File: config.mk
export PLATFORM = sky130hd
export DESIGN_NAME = mulu_x2y2_core
export DESIGN_NICKNAME = d
export VERILOG_FILES = /design/src/rtl/mulu_pkg.sv /design/src/rtl/mulu_fa.sv /design/src/rtl/mulu_x2y2_core.sv
export SDC_FILE = /design/constraint.sdc
export NUM_CORES = 1
export LEC_CHECK = 0
export CAP_MARGIN = 25
export CORE_AREA = 3 3 40 42
export DETAILED_ROUTE_END_ITERATION = 16
export DIE_AREA = 0 0 43 45
export PLACE_DENSITY_LB_ADDON = 0.2
export SYNTH_ARGS = -nofsm -noshare
export SYNTH_HDL_FRONTEND = slang
export SYNTH_SLANG_ARGS = --single-unit
File: constraint.sdc
create_clock -name clk -period 2.3 [get_ports clk]
set_input_delay 0.46 -clock clk [delete_from_list [all_inputs] [get_ports clk]]
set_output_delay 0.46 -clock clk [all_outputs]
set_load 0.01 [all_outputs]
File: src/rtl/mulu_pkg.sv
// rtl/mulu_pkg.sv - shared widths and pipeline constants for the unsigned array multiplier
package mulu_pkg;

   localparam int MULU_XW  = 2;
   localparam int MULU_YW  = 2;
   localparam int PW       = MULU_XW + MULU_YW;
   localparam int PIPE_LAT = 2;

endpackage

File: src/rtl/mulu_fa.sv
// rtl/mulu_fa.sv - 1-bit full adder cell for the partial-product reduction array
module mulu_fa (
   input  logic a,
   input  logic b,
   input  logic cin,
   output logic s,
   output logic cout
);

   assign s    = a ^ b ^ cin;
   assign cout = (a & b) | (cin & (a ^ b));

endmodule

File: src/rtl/mulu_x2y2_core.sv
// rtl/mulu_x2y2_core.sv - two-stage unsigned XWxYW array multiplier; MULU_READY_EN adds the rdy valid flag
module mulu_x2y2_core
   import mulu_pkg::*;
#(
   parameter int XW = MULU_XW,
   parameter int YW = MULU_YW
) (
   input  logic             clk,
   input  logic             rst,
   input  logic [XW-1:0]    x,
   input  logic [YW-1:0]    y,
   output logic [XW+YW-1:0] p
`ifdef MULU_READY_EN
   ,
   output logic             rdy
`endif
);

   localparam int W = XW + YW;

   logic [XW-1:0]         x_q;
   logic [YW-1:0]         y_q;
   logic [YW-1:0][XW-1:0] pp;
   logic [YW-1:0][W-1:0]  acc;

   // Partial-product row i is x_q gated by bit i of y_q.
   for (genvar i = 0; i < YW; i++) begin : g_pp
      assign pp[i] = x_q & {XW{y_q[i]}};
   end

   // Row 0 seeds the accumulator; it occupies bits [XW-1:0] only.
   assign acc[0] = W'(pp[0]);

   // Each further row ripples pp[i] into acc bits [i+XW-1:i]; its carry-out
   // lands on bit i+XW and the bits below i pass through untouched.
   for (genvar i = 1; i < YW; i++) begin : g_row
      logic [XW:0]   c;
      logic [XW-1:0] s;

      assign c[0] = 1'b0;

      for (genvar j = 0; j < XW; j++) begin : g_col
         mulu_fa u_fa (
            .a    (acc[i-1][i+j]),
            .b    (pp[i][j]),
            .cin  (c[j]),
            .s    (s[j]),
            .cout (c[j+1])
         );
      end

      assign acc[i] = (W'({c[XW], s}) << i) | (acc[i-1] & ((W'(1) << i) - W'(1)));
   end

   // Operand capture followed by product capture; reset clears both stages.
   always_ff @(posedge clk) begin
      if (rst) begin
         x_q <= '0;
         y_q <= '0;
         p   <= '0;
      end else begin
         x_q <= x;
         y_q <= y;
         p   <= acc[YW-1];
      end
   end

`ifdef MULU_READY_EN
   logic [1:0] vld_q;

   // Valid token walks the two pipeline stages after reset release.
   always_ff @(posedge clk) begin
      if (rst) begin
         vld_q <= 2'b00;
      end else begin
         vld_q <= {vld_q[0], 1'b1};
      end
   end

   assign rdy = vld_q[1];
`endif

endmodule

==> results of run 1 <==
-- sequential cells by signal (all words and copies together) (netlist names) --
signal,flops
x_q,2
p,4
y_q,2
-- layer usage --
layer	wire, µm	vias to the layer above	GRT usage
met1	160	71	0.0391
met2	185	10	0.0689
li1	-	90	-
met5	0	-	0
met4	0	0	0.0904
met3	61	0	0.0279
-- metrics by stage --
step	std cells	setup WS, ns	instance area, µm²
global route	48	0.737	407
floorplan	21	1.15	275
global placement	45	0.928	384
detailed placement	45	0.881	384
CTS	48	0.752	407
finish	48	0.766	407
-- worst paths after layout --
check	start	endpoint	slack (ns)	depth (start not counted)
worst max-delay path	p[1]	p[1]	0.77	1
worst min register to register	x_q[0]	p[0]	0.51	1
worst min-delay path	x_q[0]	p[0]	0.51	1
worst max register to register	y_q[0]	p[2]	1.10	4
-- final cells by class --
| class | count | area [µm²] | share of cell area |
|---|---|---|---|
| Sequential cell | 8 | 160 | 0.394 |
| Timing Repair Buffer | 9 | 90.1 | 0.222 |
| Clock buffer | 3 | 22.5 | 0.0554 |
| Tap cell | 15 | 18.8 | 0.0462 |
| Multi-Input combinational cell | 13 | 115 | 0.283 |
-- logic make-up (layout without fill, tap and decap cells) --
| family | count (synthesis) | in the layout | share of synthesized area |
|---|---|---|---|
| and+or+nand+nor | 11 | 11 | 0.327 |
| DFF | 8 | 8 | 0.582 |
| adders and majority gates | 2 | 2 | 0.0909 |
| buffers and inverters | 0 | 12 | 0 |
-- report_power, final --
group | switching (mW) | internal (mW)
logic | 0.00470 | 0.0148
registers | 0.00162 | 0.144
clock network | 0.0445 | 0.0595
total | 0.0508 | 0.218
-- synth_stat cells --
cell type	count	area, µm²
dfxtp_1	8	160
and2b_2	7	61.3
and2_1	3	18.8
ha_1	2	25.0
and3b_2	1	10.0
==> results by group, run 1 <==
Run status
  • Status: completed

Clock tree
  • Post-CTS Setup Bufs: 0
  • Worst-path clk slew: 0.05 ns
  • CTS Buffer Depth: 2
  • Num CTS Buffers: 3
  • # H-tree levels: 1
  • # resized after CTS: 0
  • Clk sinks: 8
  • Post-CTS Hold Fix Bufs: 0
  • TritonCTS clock tree: yes
  • Worst skew pair latency: 0.25 ns
  • Root Driver: clkbuf_4

Timing
  • Final Skew: 0.000368 ns
  • Unrepaired setup endpoints after global routing: false
  • Post-layout min period: 1.53 ns
  • Rel. slew slack: 0.861
  • Slew Limit Fails: 0
  • Final setup viols: 0
  • Hold WS: 0.513 ns
  • Final Hold Vio Count: 0
  • Period utilisation layout: 0.667
  • Tightest Pin Transition: 0.209 ns
  • F_max: 0.652 GHz
  • TNS Setup: 0 ns

Synth
  • Syn_nets: 29
  • Post-synth cell types: 5
  • Flops & latches, synth: 8
  • Synth Instances: 21
  • Yosys warns: 0
  • Register area share after synthesis: 0.582
  • Syn Area/Cell: 13.1 µm²
  • Syn Std Cell Area: 275 µm²

Floorplan
  • Die Ht: 45 µm
  • DIE AREA: 1940 µm²
  • IO Count: 10
  • Initial Util: 0.214
  • Core region area: 1280 µm²
  • Die W: 43 µm
  • FP Rows: 13

Placement
  • Routability Congestion: 0.692
  • # port buffers: 9

Pwr
  • Pleak: 0.188 nW
  • PD cells: 661 nW/µm²
  • Maximum vdd drop: 0.256 mV
  • Total chip power: 0.269 mW

Worst setup path
  • CP max FO: 1
  • Required time worst endpoint: 1.84 ns
  • Max stage delay on crit path: 0.53 ns
  • Arrival time of the worst setup path: 1.07 ns
  • CP cell instances: clkdlybuf4s50_1
  • Crit end category: primary output
  • Crit path kind: register to primary output
  • Crit-path slowest cell: clkdlybuf4s50_1
  • CP Buf/Inv Count: 1
  • Delay-heaviest family, CP: buffers and inverters
  • Worst setup SP type: register

Routing
  • Vias: 171
  • Vias per inst: 3.56
  • DRC violations left: 0
  • Routed WL: 407 µm
  • Antenna viol nets, final: 0
  • DR iter-0 viols: 0
  • Iteration count of the initial detailed-routing pass: 1
  • WL per Instance: 8.48 µm

Global route
  • Grt total ovfl: 0
  • Initial antenna violation count: 0
  • Number of global-route vias before repair: 170
  • Global-route wire length before repair: 614 µm
  • Largest net degree at the start of global routing: 9
  • Tot GR Track Use: 0.0510

Finish
  • Fin nets: 43
  • Most common cell after layout, fill and taps aside: clkdlybuf4s50_1
  • Most frequent cells in the layout: clkdlybuf4s50_1 (9), dfxtp_1 (8), and2b_2 (7)
  • Layout area overhead: 47.7%
  • # diodes: 0
  • Fin util: 0.316
  • # fillers: 134
  • Ratio of cells with drive above 1 in the final layout: 0.333

Flow run
  • Max Cap Violations: 0

Worst hold path
  • Worst hold path type: register to register
No activity file was read; power rests on OpenSTA's default activity.
==> run 2: changes to the inputs <==
Clock period 2.3 ns to 1.44 ns, I/O delays scaled along.
==> results of run 2 <==
Same layout as run 1 (identical final DEF). Status: completed.
Among the figures that moved: setup slack after placement 0.881 ns -> 0.193 ns; setup slack after layout 0.766 ns -> 0.0777 ns; register-to-register setup slack 1.10 ns -> 0.24 ns; total power 0.269 mW -> 0.429 mW; worst IR drop on VDD 0.256 mV -> 0.409 mV
==> run 3: changes to the inputs <==
Settings changed: CTS_CLUSTER_DIAMETER set to 30.
==> results of run 3 <==
Same layout as run 1 (identical final DEF). Status: completed.
Among the figures that moved: setup slack after placement 0.881 ns -> 0.193 ns; setup slack after layout 0.766 ns -> 0.0777 ns; register-to-register setup slack 1.10 ns -> 0.24 ns; total power 0.269 mW -> 0.429 mW; worst IR drop on VDD 0.256 mV -> 0.409 mV
